<file path="src/rtl/ac97_pkg.sv">
// Shared AC97 scheduler definitions: FSM states, codec register map and init data.
package ac97_pkg;

  typedef enum logic [1:0] {
    S_INIT,
    S_IDLE,
    S_ISSUE,
    S_WAIT_RD
  } state_e;

  // What the current ISSUE frame is carrying, so its completion can be handled.
  typedef enum logic [1:0] {
    K_VOL,
    K_HWR,
    K_HRD
  } kind_e;

  localparam int unsigned INIT_LEN     = 10;
  localparam int unsigned INIT_VOL_IDX = 3;

  localparam logic [6:0] REG_HP_VOL   = 7'h04;
  localparam logic [6:0] REG_BEEP     = 7'h0A;
  localparam logic [6:0] REG_MIC_VOL  = 7'h0E;
  localparam logic [6:0] REG_PCM_GAIN = 7'h18;
  localparam logic [6:0] REG_REC_SEL  = 7'h1A;
  localparam logic [6:0] REG_REC_GAIN = 7'h1C;
  localparam logic [6:0] REG_GP       = 7'h20;
  localparam logic [6:0] REG_EXT_CTRL = 7'h2A;
  localparam logic [6:0] REG_DAC_RATE = 7'h2C;
  localparam logic [6:0] REG_ADC_RATE = 7'h32;

  localparam logic [15:0] DAT_EXT_CTRL = 16'h0001;
  localparam logic [15:0] DAT_RATE_8K  = 16'h1F40;
  localparam logic [15:0] DAT_PCM_GAIN = 16'h0808;
  localparam logic [15:0] DAT_REC_GAIN = 16'h0F0F;
  localparam logic [15:0] DAT_MIC_VOL  = 16'h8048;
  localparam logic [15:0] DAT_BEEP     = 16'h0000;
  localparam logic [15:0] DAT_GP       = 16'h8000;

  // Codec volume registers are attenuation, so 31 (loudest) maps to 0.
  function automatic logic [15:0] vol_word(input logic [4:0] v);
    logic [4:0] a;
    a = 5'd31 - v;
    return {3'b000, a, 3'b000, a};
  endfunction

  function automatic logic [15:0] src_word(input logic [2:0] s);
    return {5'b00000, s, 5'b00000, s};
  endfunction

endpackage

</file>
<file path="src/rtl/ac97_init_rom.sv">
// Codec init command table; entries depending on volume/source are computed live.
module ac97_init_rom
  import ac97_pkg::*;
(
  input  logic [3:0]  index,
  input  logic [4:0]  volume,
  input  logic [2:0]  source,
  output logic [23:0] cmd
);

  always_comb begin
    cmd = '0;
    case (index)
      4'd0:    cmd = {1'b0, REG_EXT_CTRL, DAT_EXT_CTRL};
      4'd1:    cmd = {1'b0, REG_DAC_RATE, DAT_RATE_8K};
      4'd2:    cmd = {1'b0, REG_ADC_RATE, DAT_RATE_8K};
      4'd3:    cmd = {1'b0, REG_HP_VOL,   vol_word(volume)};
      4'd4:    cmd = {1'b0, REG_PCM_GAIN, DAT_PCM_GAIN};
      4'd5:    cmd = {1'b0, REG_REC_SEL,  src_word(source)};
      4'd6:    cmd = {1'b0, REG_REC_GAIN, DAT_REC_GAIN};
      4'd7:    cmd = {1'b0, REG_MIC_VOL,  DAT_MIC_VOL};
      4'd8:    cmd = {1'b0, REG_BEEP,     DAT_BEEP};
      4'd9:    cmd = {1'b0, REG_GP,       DAT_GP};
      default: cmd = '0;
    endcase
  end

endmodule

</file>
<file path="src/rtl/ac97_cmd_scheduler.sv">
// AC97 command-slot scheduler: init sequence, volume tracking and host register access.
// Define AC97_READBACK_EN to build host register reads (WAIT_RD); otherwise reads ack with error.
module ac97_cmd_scheduler
  import ac97_pkg::*;
#(
  parameter int RD_TIMEOUT = 4
) (
  input  logic        clock_27mhz,
  input  logic        reset,
  input  logic        frame_ready,
  input  logic [4:0]  volume,
  input  logic [2:0]  source,
  input  logic        host_req,
  input  logic        host_we,
  input  logic [6:0]  host_addr,
  input  logic [15:0] host_wdata,
  output logic        host_ack,
  output logic        host_err,
  output logic [15:0] host_rdata,
  input  logic        status_valid,
  input  logic [6:0]  status_addr,
  input  logic [15:0] status_data,
  output logic [7:0]  command_address,
  output logic [15:0] command_data,
  output logic        command_valid,
  output logic        init_done
);

  state_e      state_q;
  kind_e       kind_q;
  logic [3:0]  idx_q;
  logic        cmd_valid_q;
  logic [7:0]  cmd_addr_q;
  logic [15:0] cmd_data_q;
  logic        ack_q;
  logic        err_q;
  logic [15:0] rdata_q;
  logic        init_done_q;
  logic [4:0]  last_vol_q;

  logic [23:0] rom_cmd;
  logic        vol_pending;
  logic        grant_vol;
  logic        grant_host;

`ifdef AC97_READBACK_EN
  logic [6:0]  haddr_q;
  logic [15:0] cnt_q;
`else
  logic        unused_status;
  assign unused_status = ^{status_valid, status_addr, status_data};
`endif

  ac97_init_rom u_rom (
    .index  (idx_q),
    .volume (volume),
    .source (source),
    .cmd    (rom_cmd)
  );

  assign vol_pending = (volume != last_vol_q);

  // A finished volume write may hand straight over to the next command in the same
  // frame_ready; a finished host write may not re-grant the host it is acking.
  always_comb begin
    grant_vol  = 1'b0;
    grant_host = 1'b0;
    if (frame_ready && init_done_q &&
        (state_q == S_IDLE || (state_q == S_ISSUE && kind_q != K_HRD))) begin
      if (vol_pending) begin
        grant_vol = 1'b1;
      end else if (host_req && !ack_q && !(state_q == S_ISSUE && kind_q == K_HWR)) begin
        grant_host = 1'b1;
      end
    end
  end

  always_ff @(posedge clock_27mhz) begin
    if (reset) begin
      state_q     <= S_INIT;
      kind_q      <= K_VOL;
      idx_q       <= '0;
      cmd_valid_q <= 1'b0;
      cmd_addr_q  <= 8'h80;
      cmd_data_q  <= '0;
      ack_q       <= 1'b0;
      err_q       <= 1'b0;
      rdata_q     <= '0;
      init_done_q <= 1'b0;
      last_vol_q  <= '0;
`ifdef AC97_READBACK_EN
      haddr_q     <= '0;
      cnt_q       <= '0;
`endif
    end else begin
      ack_q <= 1'b0;
      case (state_q)
        S_INIT: begin
          if (frame_ready) begin
            if (idx_q != 4'(INIT_LEN)) begin
              cmd_valid_q              <= 1'b1;
              {cmd_addr_q, cmd_data_q} <= rom_cmd;
              if (idx_q == 4'(INIT_VOL_IDX)) last_vol_q <= volume;
              idx_q <= idx_q + 4'd1;
            end else begin
              cmd_valid_q <= 1'b0;
              cmd_addr_q  <= 8'h80;
              cmd_data_q  <= '0;
              init_done_q <= 1'b1;
              state_q     <= S_IDLE;
            end
          end
        end
        S_IDLE: begin
          if (frame_ready) begin
            cmd_valid_q <= 1'b0;
            cmd_addr_q  <= 8'h80;
            cmd_data_q  <= '0;
          end
        end
        S_ISSUE: begin
          if (frame_ready) begin
            cmd_valid_q <= 1'b0;
            cmd_addr_q  <= 8'h80;
            cmd_data_q  <= '0;
            state_q     <= S_IDLE;
            if (kind_q == K_HWR) begin
              ack_q   <= 1'b1;
              err_q   <= 1'b0;
              rdata_q <= '0;
            end
`ifdef AC97_READBACK_EN
            if (kind_q == K_HRD) begin
              cnt_q   <= '0;
              state_q <= S_WAIT_RD;
            end
`endif
          end
        end
`ifdef AC97_READBACK_EN
        S_WAIT_RD: begin
          if (status_valid && status_addr == haddr_q) begin
            ack_q   <= 1'b1;
            err_q   <= 1'b0;
            rdata_q <= status_data;
            state_q <= S_IDLE;
          end else if (frame_ready) begin
            if (cnt_q == 16'(RD_TIMEOUT - 1)) begin
              ack_q   <= 1'b1;
              err_q   <= 1'b1;
              rdata_q <= '0;
              state_q <= S_IDLE;
            end else begin
              cnt_q <= cnt_q + 16'd1;
            end
          end
        end
`endif
        default: state_q <= S_INIT;
      endcase

      if (grant_vol) begin
        cmd_valid_q <= 1'b1;
        cmd_addr_q  <= {1'b0, REG_HP_VOL};
        cmd_data_q  <= vol_word(volume);
        last_vol_q  <= volume;
        kind_q      <= K_VOL;
        state_q     <= S_ISSUE;
      end else if (grant_host) begin
        if (host_we) begin
          cmd_valid_q <= 1'b1;
          cmd_addr_q  <= {1'b0, host_addr};
          cmd_data_q  <= host_wdata;
          kind_q      <= K_HWR;
          state_q     <= S_ISSUE;
        end else begin
`ifdef AC97_READBACK_EN
          cmd_valid_q <= 1'b1;
          cmd_addr_q  <= {1'b1, host_addr};
          cmd_data_q  <= '0;
          haddr_q     <= host_addr;
          kind_q      <= K_HRD;
          state_q     <= S_ISSUE;
`else
          ack_q       <= 1'b1;
          err_q       <= 1'b1;
          rdata_q     <= '0;
`endif
        end
      end
    end
  end

  assign command_valid   = cmd_valid_q;
  assign command_address = cmd_addr_q;
  assign command_data    = cmd_data_q;
  assign host_ack        = ack_q;
  assign host_err        = err_q;
  assign host_rdata      = rdata_q;
  assign init_done       = init_done_q;

endmodule

</file>
<file path="config.mk">
export PLATFORM = sky130hd
export DESIGN_NAME = ac97_cmd_scheduler
export DESIGN_NICKNAME = d
export VERILOG_FILES = /design/src/rtl/ac97_pkg.sv /design/src/rtl/ac97_init_rom.sv /design/src/rtl/ac97_cmd_scheduler.sv
export SDC_FILE = /design/constraint.sdc
export NUM_CORES = 1
export LEC_CHECK = 0
export CORE_MARGIN = 8
export CORE_UTILIZATION = 47
export CTS_CLUSTER_DIAMETER = 200
export DETAILED_ROUTE_END_ITERATION = 10
export PLACE_DENSITY = 0.85
export SYNTH_ARGS = -nofsm -noshare
export SYNTH_HDL_FRONTEND = slang
export SYNTH_SLANG_ARGS = --single-unit
</file>
<file path="constraint.sdc">
create_clock -name clock_27mhz -period 3.5 [get_ports clock_27mhz]
set_clock_uncertainty 0.2 [all_clocks]
set_input_delay 0.7 -clock clock_27mhz [delete_from_list [all_inputs] [get_ports clock_27mhz]]
set_output_delay 0.7 -clock clock_27mhz [all_outputs]
set_load 0.03 [all_outputs]
</file>
==> impl_results.md, run 1 <==
- Status: finished, final reports clean
- Max IR drop VDD: 218 uV
- Vias in the first global route: 2573
- Setup TNS: 0 ns
- Via-per-instance ratio: 5.62
- Worst EP required: 3.52 ns
- Nets: 468
- Synth Instances: 325
- GRT overflow: 0
- Row count: 27
- CTS buffer count: 5
- PwrDens: 339 nW/um^2
- Hold_buf cts: 0
- CTS tree: yes
- Top-count cell post-synth: dfxtp_1
- Critical path's top delay family: simple AND/OR/NAND/NOR gates
- Post-placement cell area: 3590 um^2
- Yosys top cell by area: dfxtp_1
- Synth top area cells: dfxtp_1 41%, a21oi_1 5.9%, nor2_1 5.1%, ha_1 4.1%, nand2_1 3.7%
- Residual DRC: 0
- Min Tclk post-route: 2.83 ns
- Max Buffers Root-to-Sink: 2
- Area delta synth->final: 34.4%
- Primary FF master, synth: dfxtp_1
- # Post-CTS Setup Buffers: 0
- Max cap viols: 0
- Worst setup EP type: register
- Die W: 92.3 um
- Final hold vios: 0
- Final setup viols: 0
- Initial antenna violation count: 0
- Share of layout cells above drive strength 1: 10.0%
- Hold crit path type: register to register
- Crit path buf inv count: 2
- Netlist Area Pre-Place: 2740 um^2
- # diodes: 0
- Layout Utilization: 66.0%
- Chip Height: 92.3 um
- Number of gates resized after CTS: 0
- Detailed Routing Iterations Pass 1: 4
- Post-Route WL: 7720 um
- Crit path DAT: 2.86 ns
- Via count: 2653
- Routed Antenna Nets: 0
- Final period util: 80.9%
- Yosys reg bits: 56
- I/O Buffers: 79
- Fmax: 353 MHz
- Slowest stage delay, CP: 0.67 ns
- Crit Path Class: input pin to register
- First-pass GRT wire length: 12900 um
- RSZ-0062 raised after global routing: false
- Post-synth top cells: 56 x dfxtp_1, 37 x nor2_1, 32 x a21oi_1
- Wire per inst: 16.4 um
- DPL Wire Length: 5920 um
- Share of flip-flops with an asynchronous set or reset: 0%
- Synthesis warning total: 0
- CTS root buf: clkbuf_8
- Placeable Area: 5570 um^2
- Clock sinks: 56
- Clock latency on the worst-skew pair: 0.31 ns
- Full die area: 8520 um^2
- DRT iter0 DRCs: 205
- Max Slew Vio Count: 0
- H-tree levels: 2
- Slowest CP cell: clkdlybuf4s50_1
- Slew margin rel.: 46.8%
- Worst Tran Pin Value: 0.797 ns
- Initial Utilization: 49.1%
- GPL Wtd Cong: 0.917
- Post-synth EDFFs: 0
- Crit-path max FO: 17
- Design area: 3680 um^2
- Synth unique cells: 54
- Part of the Yosys area used for sequential elements: 41.0%
- Pin count of the biggest net entering global routing: 25
- Crit-path cells: clkdlybuf4s50_1 > and3_1 > nand4_1 > or4_1 > buf_4 > a32o_1 > a21oi_1
- Syn Nets: 394
- Startpoint Class: input pin
- Lkg Pwr: 1.35 nW
- GRT Util Overall: 18.3%
- # IOs: 104
- CTS clk-pin slew, worst paths: 0.09 ns
- Syn Area/Cell: 8.42 um^2
- Synth top area share: 41.0%
cell usage in the layout, fill, tap and decap left out, types with 4 or more instances in the layout:
master,Yosys,final
clkdlybuf4s50_1,0,79
dfxtp_1,56,56
nor2_1,37,37
a21oi_1,32,32
nand2_1,27,27
nand3_1,16,16
o21ai_0,11,11
inv_1,10,10
and2_4,10,10
o211ai_1,9,9
ha_1,9,9
buf_4,1,9
a211oi_1,7,7
and2_1,7,7
mux2i_1,6,6
or2_2,6,6
o22ai_1,6,6
clkbuf_8,0,5
xnor2_1,4,4
tightest hold or removal path: stages (launching register included):
cell	delay, ns
dfxtp_1	0.33
nand2_1	0.05
a21oi_1	0.05
routing by layer:
metal | track usage (%) | vias up | share of wire (%)
met5 | 0 | - | 0
met4 | 5.37 | 0 | 2.1
met3 | 5.54 | 17 | 8.2
met2 | 29.1 | 119 | 46
met1 | 23.2 | 1230 | 43
li1 | - | 1287 | -
flip-flops by register name, indices dropped and copies added, names as in the netlist:
signal and flops:
host_rdata 16, init_done 1, host_ack 1, host_err 1, state_q 2, kind_q 1, last_vol_q 5, command_valid 1
command_address 8, command_data 16, idx_q 4
stage by stage:
stage,worst slack (ns),total power [mW],hold WS (ns),cells
CTS,0.694,1.25,0.273,472
finish,0.667,1.25,0.269,472
floorplan,1.07,0.811,0.262,325
global route,0.519,1.31,0.294,472
global placement,0.384,0.904,0.243,464
detailed placement,0.378,0.909,0.248,464
worst paths after layout:
kind	from	endpoint	slack, ns	cells past startpoint
max	frame_ready	command_data[8]	0.67	7
min	host_err	host_err	0.27	2
max reg2reg	idx_q[0]	command_data[12]	0.93	8
min reg2reg	host_err	host_err	0.27	2
cells by family after synthesis:
logic type	after synthesis	share of synthesized area (%)
multiplexers	6	2.20
XOR/XNOR	8	2.84
buffers and inverters	31	4.85
AO/OA/AOI/OAI	86	19.9
flip-flops	56	41.0
AND/OR/NAND/NOR	129	25.1
adder cells (fa/ha/maj)	9	4.12
cell type report:
class | count | area, um^2
sequential | 56 | 1120
inverter | 10 | 37.5
clock inverter | 2 | 16.3
timing repair buffer | 88 | 858
fill | 478 | 1900
multi-input combinational | 238 | 1480
clock buffer | 6 | 72.6
tap | 72 | 90.1
power by group:
group | internal (mW) | switching (mW)
registers | 0.653 | 0.0127
clock network | 0.143 | 0.208
logic | 0.110 | 0.120
total | 0.906 | 0.341
Note: power is estimated with default switching activity, not from simulation.
==> inputs of run 2 (changes only) <==
--- a/config.mk
+++ b/config.mk
@@ -6,10 +6,10 @@
 export NUM_CORES = 1
 export LEC_CHECK = 0
 export CORE_MARGIN = 8
-export CORE_UTILIZATION = 47
+export CORE_UTILIZATION = 44
 export CTS_CLUSTER_DIAMETER = 200
 export DETAILED_ROUTE_END_ITERATION = 10
-export PLACE_DENSITY = 0.85
+export PLACE_DENSITY = 0.8
 export SYNTH_ARGS = -nofsm -noshare
 export SYNTH_HDL_FRONTEND = slang
 export SYNTH_SLANG_ARGS = --single-unit
==> constraint.sdc (replaced) <==
create_clock -name clock_27mhz -period 2.8 [get_ports clock_27mhz]
set_clock_uncertainty 0.2 [all_clocks]
set_input_delay 0.56 -clock clock_27mhz [delete_from_list [all_inputs] [get_ports clock_27mhz]]
set_output_delay 0.56 -clock clock_27mhz [all_outputs]
set_load 0.03 [all_outputs]
==> run 2 against run 1 <==
  * Setup slack lost 0.36 ns
  * Critical endpoint is now host_rdata[9]
  * Routed wire length is 0.16% lower
  * Final cell count up 3.2%
  * Die area up 5.6%
  * Highest routed layer unchanged
==> impl_results.md, run 2 (synthesis results as in run 1) <==
- Reg2reg start: idx_q[0]
- Max cap viols: 0
- Placeable Area: 5960 um^2
- # fillers: 525
- Final hold vios: 0
- Min Tclk post-route: 2.50 ns
- Share of layout cells above drive strength 1: 12.6%
- GPL Wtd Cong: 0.863
- Initial Utilization: 45.9%
- Wire per inst: 15.8 um
- PwrDens: 419 nW/um^2
- Post-Route WL: 7710 um
- Clock latency on the worst-skew pair: 0.31 ns
- Max IR drop VDD: 255 uV
- Commonest non-fill, non-tap cell in the layout: clkdlybuf4s50_1
- Routed Antenna Nets: 0
- Number of gates resized after CTS: 0
- Flop-to-flop setup slack: 0.33 ns
- Final period util: 89.2%
- Area delta synth->final: 38.3%
- Post-placement cell area: 3690 um^2
- Crit path DAT: 2.51 ns
- Nets: 480
- Row count: 28
- Hold_buf cts: 0
- Critical R2R Capture: command_data[12]
- Commonest non-fill, non-tap cells in the layout: 79 x clkdlybuf4s50_1, 56 x dfxtp_1, 37 x nor2_1
- # Post-CTS Setup Buffers: 0
- Hold path start: command_data[13]
- Initial antenna violation count: 0
- Final setup viols: 0
- Slew margin rel.: 66.4%
- Residual DRC: 0
- Reg2reg path depth: 8
- Full die area: 8990 um^2
- # IOs: 104
- Worst Tran Pin Value: 0.502 ns
- Min-Delay Endpoint: command_data[13]
- H-tree levels: 2
- Design area: 3780 um^2
- Lkg Pwr: 1.42 nW
- CTS root buf: clkbuf_8
- Layout Utilization: 63.5%
- Chip Height: 94.8 um
- GRT Util Overall: 16.7%
- Placed Cells: 479
- # diodes: 0
- Vias in the first global route: 2560
- Final non-filler cell total: 487
- CTS buffer count: 5
- Pin count of the biggest net entering global routing: 25
- Die W: 94.8 um
- Worst EP required: 2.82 ns
- Via-per-instance ratio: 5.48
- Startpoint Class: input pin
- Crit Path Class: input pin to register
- Status: finished, final reports clean
- Clock sinks: 56
- Via count: 2670
- DPL Wire Length: 5850 um
- Worst Hold Depth: 2
- DRT iter0 DRCs: 217
- Detailed Routing Iterations Pass 1: 4
- CTS tree: yes
- Crit-path max FO: 16
- Max Buffers Root-to-Sink: 2
- I/O Buffers: 79
- GRT overflow: 0
- Worst setup EP type: register
- CTS clk-pin slew, worst paths: 0.10 ns
- First-pass GRT wire length: 12300 um
- Max Slew Vio Count: 0
- Hold crit path type: register to register
- RSZ-0062 raised after global routing: false
- Fmax: 400 MHz
==> run 2: cell count changes in the layout (fill, tap and decap cells not counted), sizes merged <==
cell	change
buf	+12
==> run 2: worst max path at each step <==
stage | from | to
floorplan | idx_q[0] | command_data[12]
global placement | volume[1] | host_rdata[5]
detailed placement | volume[1] | host_rdata[0]
CTS | volume[1] | host_rdata[0]
global route | state_q[0] | command_data[2]
finish | volume[1] | host_rdata[9]
==> run 2: metal layers <==
layer | share of wire, % | GRT usage [%]
met5 | 0 | 0
met4 | 0.88 | 3.90
met3 | 8.4 | 3.57
met2 | 46 | 28.5
met1 | 45 | 21.0
==> run 2: stage by stage <==
step | total power [mW] | setup WS, ns | TNS, ns | hold slack [ns]
floorplan | 1.01 | 0.487 | 0 | 0.262
global placement | 1.14 | -0.00442 | -0.0488 | 0.244
detailed placement | 1.15 | -0.0315 | -0.412 | 0.248
CTS | 1.59 | 0.305 | 0 | 0.272
global route | 1.65 | 0.182 | 0 | 0.285
finish | 1.59 | 0.303 | 0 | 0.267
==> run 2: cell type report <==
| class | count | area [um^2] | area share, % |
|---|---|---|---|
| clock inverter | 2 | 16.3 | 0.430 |
| timing repair buffer | 100 | 961 | 25.4 |
| clock buffer | 6 | 72.6 | 1.92 |
| tap | 75 | 93.8 | 2.48 |
| inverter | 10 | 37.5 | 0.992 |
| multi-input combinational | 238 | 1480 | 39.2 |
| sequential | 56 | 1120 | 29.6 |
==> run 2: power by group <==
part           leakage, nW  total [mW]  internal (mW)  switching (mW)
Sequential           0.454       0.831          0.817          0.0146
Combinational        0.921       0.302          0.148           0.154
Clock               0.0414       0.452          0.179           0.273
Total                 1.42        1.59           1.14           0.442
==> run 2: critical path: stages <==
cell	delay [ns]
clkdlybuf4s50_1	0.54
xnor2_1	0.17
and4bb_2	0.29
nand2_2	0.11
or3_4	0.41
and3b_4	0.26
and2_4	0.16
==> inputs of run 3 (changes only) <==
--- a/config.mk
+++ b/config.mk
@@ -6,10 +6,12 @@
 export NUM_CORES = 1
 export LEC_CHECK = 0
 export CORE_MARGIN = 8
-export CORE_UTILIZATION = 44
+export CORE_UTILIZATION = 45
 export CTS_CLUSTER_DIAMETER = 200
 export DETAILED_ROUTE_END_ITERATION = 10
 export PLACE_DENSITY = 0.8
+export SKIP_LAST_GASP = 1
 export SYNTH_ARGS = -nofsm -noshare
 export SYNTH_HDL_FRONTEND = slang
+export SYNTH_HIERARCHICAL = 1
 export SYNTH_SLANG_ARGS = --single-unit
==> run 3 against run 2 <==
  * Design area grew 3.2%
  * Combinational power rose by 20%
  * Clock power up 4%
  * Register-to-register slack worse by 0.02 ns
  * Critical path depth unchanged
  * Critical endpoint is now host_rdata[3]
  * Sequential power is 1% higher
==> impl_results.md, run 3 <==
- Netlist Area Pre-Place: 2930 um^2
- Global Route met2 Usage: 29.0%
- Total chip power: 1.68 mW
- Status: finished, final reports clean
- DPL Wire Length: 5860 um
- Post-Route WL: 7980 um
- Chip Height: 96.6 um
- Setup TNS: 0 ns
- Final hold vios: 0
- Synth Instances: 335
- H-tree levels: 2
- NetSw: 0.486 mW
- Share of flip-flops with an asynchronous set or reset: 0%
- Clk network pwr share: 28.1%
- Internal cell power: 1.19 mW
- Worst EP required: 2.86 ns
- Primary FF master, synth: dfxtp_1
- Synth top area cells: dfxtp_1 38%, mux2i_1 6.2%, a21oi_1 4.3%, nor2_1 4.1%, and2_1 3.6%
- GR peak layer: met2
- # IOs: 104
- Startpoint Class: register
- Final period util: 89.0%
- Commonest non-fill, non-tap cells in the layout: 79 x clkdlybuf4s50_1, 56 x dfxtp_1, 32 x nor2_1
- Reg2reg path depth: 7
- Lkg Pwr: 1.52 nW
- Synth unique cells: 53
- Placed Cells: 486
- Final setup viols: 0
- Final non-filler cell total: 494
- Number of gates resized after CTS: 0
- Slew margin rel.: 46.7%
- Post-synth EDFFs: 0
- GRT overflow: 0
- Pin count of the biggest net entering global routing: 38
- Via-per-instance ratio: 5.49
- Via count: 2712
- Initial Utilization: 46.3%
- Yosys reg bits: 56
- Top-count cell post-synth: dfxtp_1
- Detailed Routing Iterations Pass 1: 4
- Worst Hold Depth: 1
- Crit path DAT: 2.55 ns
- # fillers: 559
- Max Buffers Root-to-Sink: 2
- Grt met1 use: 18.9%
- Die W: 96.6 um
- Residual DRC: 0
- # Post-CTS Setup Buffers: 0
- Crit Path Class: register to register
- Yosys top cell by area: dfxtp_1
- Row count: 29
- Clock sinks: 56
- Part of the Yosys area used for sequential elements: 38.3%
- Clock latency on the worst-skew pair: 0.31 ns
- Full die area: 9340 um^2
- PwrDens: 429 nW/um^2
- Syn Area/Cell: 8.73 um^2
- Commonest non-fill, non-tap cell in the layout: clkdlybuf4s50_1
- Hold crit path type: register to register
- Worst Tran Pin Value: 0.799 ns
- M3 GR Usage: 5.19%
- Fmax: 401 MHz
- Initial antenna violation count: 0
- Crit-path max FO: 16
- GRT Util Overall: 16.5%
- CTS clk-pin slew, worst paths: 0.10 ns
- Vias in the first global route: 2747
- DRT iter0 DRCs: 155
- CTS tree: yes
- # diodes: 0
- Area delta synth->final: 33.4%
- Routed Antenna Nets: 0
- Synth top area share: 38.3%
- Nets: 483
- Wire per inst: 16.2 um
- Max Slew Vio Count: 0
- Min Tclk post-route: 2.49 ns
- Hold_buf cts: 0
- Placeable Area: 6310 um^2
- CTS root buf: clkbuf_8
- Switching Share: 29.0%
- Share of layout cells above drive strength 1: 8.87%
- Post-synth top cells: 56 x dfxtp_1, 32 x nor2_1, 25 x a21oi_1
- Sequential share of power: 50.3%
- GPL Wtd Cong: 0.886
- Synthesis warning total: 6
- RSZ-0062 raised after global routing: false
- CTS buffer count: 5
- Max IR drop VDD: 296 uV
- Logic pwr share: 21.6%
- Max cap viols: 0
- Worst setup EP type: register
- First-pass GRT wire length: 13400 um
- I/O Buffers: 79
==> run 3: cell count changes after synthesis, sizes merged, moves of 9 or more <==
cell	change
a221oi	+9
buf	+15
mux2i	+12
nand2b	+9
o211ai	-9
or3	+11
==> run 3: path summary, 6_finish.rpt <==
path                                      end          start  slack, ns
worst max-delay path            host_rdata[3]     state_q[0]       0.31
worst min-delay path            host_rdata[7]  host_rdata[7]       0.27
worst max register to register  host_rdata[3]     state_q[0]       0.31
worst min register to register  host_rdata[7]  host_rdata[7]       0.27
==> run 3: per-stage QoR <==
step | cell area (um^2) | hold slack (ns) | utilization [%] | worst slack, ns
2_1_floorplan | 2950 | 0.264 | - | 0.661
3_3_place_gp | 3810 | 0.241 | 60.3 | 0.151
3_5_place_dp | 3810 | 0.243 | 60.3 | 0.119
4_1_cts | 3900 | 0.275 | 61.8 | 0.302
5_1_grt | 3900 | 0.296 | 61.8 | 0.0820
6_report | 3900 | 0.268 | 61.8 | 0.307
==> run 3: routing by layer <==
metal,part of all wire [%],vias up
met5,0,-
met4,0.51,0
met3,6.6,4
met2,50,72
met1,43,1291
li1,-,1345
==> run 3: kinds of logic (layout without fill, tap and decap cells) <==
logic type / count (synthesis) / after routing / synth area share (%)
buf+inv: 40 / 116 / 7.53
mux: 18 / 18 / 6.16
fa+ha+maj: 7 / 7 / 2.99
flops: 56 / 56 / 38.3
xor+xnor: 9 / 9 / 2.69
simple gates: 127 / 127 / 23.1
other cells: 1 / 7 / 0.128
compound gates: 77 / 77 / 19.1
==> run 3: worst max-delay path, stage by stage, from the launching register on <==
cell,delay (ns)
dfxtp_1,0.43
inv_1,0.11
ha_1,0.37
and3_1,0.24
nand4_1,0.11
nor3_1,0.09
a311oi_2,0.66
and2_1,0.23
==> run 3: layout make-up <==
cell class              instances  area [um^2]  area share (%)
multi-input cells             245         1610            41.2
flip-flops and latches         56         1120            28.7
repair buffers                 98          946            24.2
well taps                      77         96.3            2.47
clock buffers                   5         68.8            1.76
inverters                      10         37.5           0.962
clock inverters                 3         27.5           0.705
==> run 3: power by group through the flow <==
stage          clock network, mW  registers [mW]  logic (mW)
2_1_floorplan                  0           0.910       0.170
3_3_place_gp                   0           0.860       0.357
3_5_place_dp                   0           0.861       0.361
4_1_cts                    0.489           0.843       0.363
5_1_grt                    0.512           0.847       0.392
6_report                   0.471           0.843       0.362
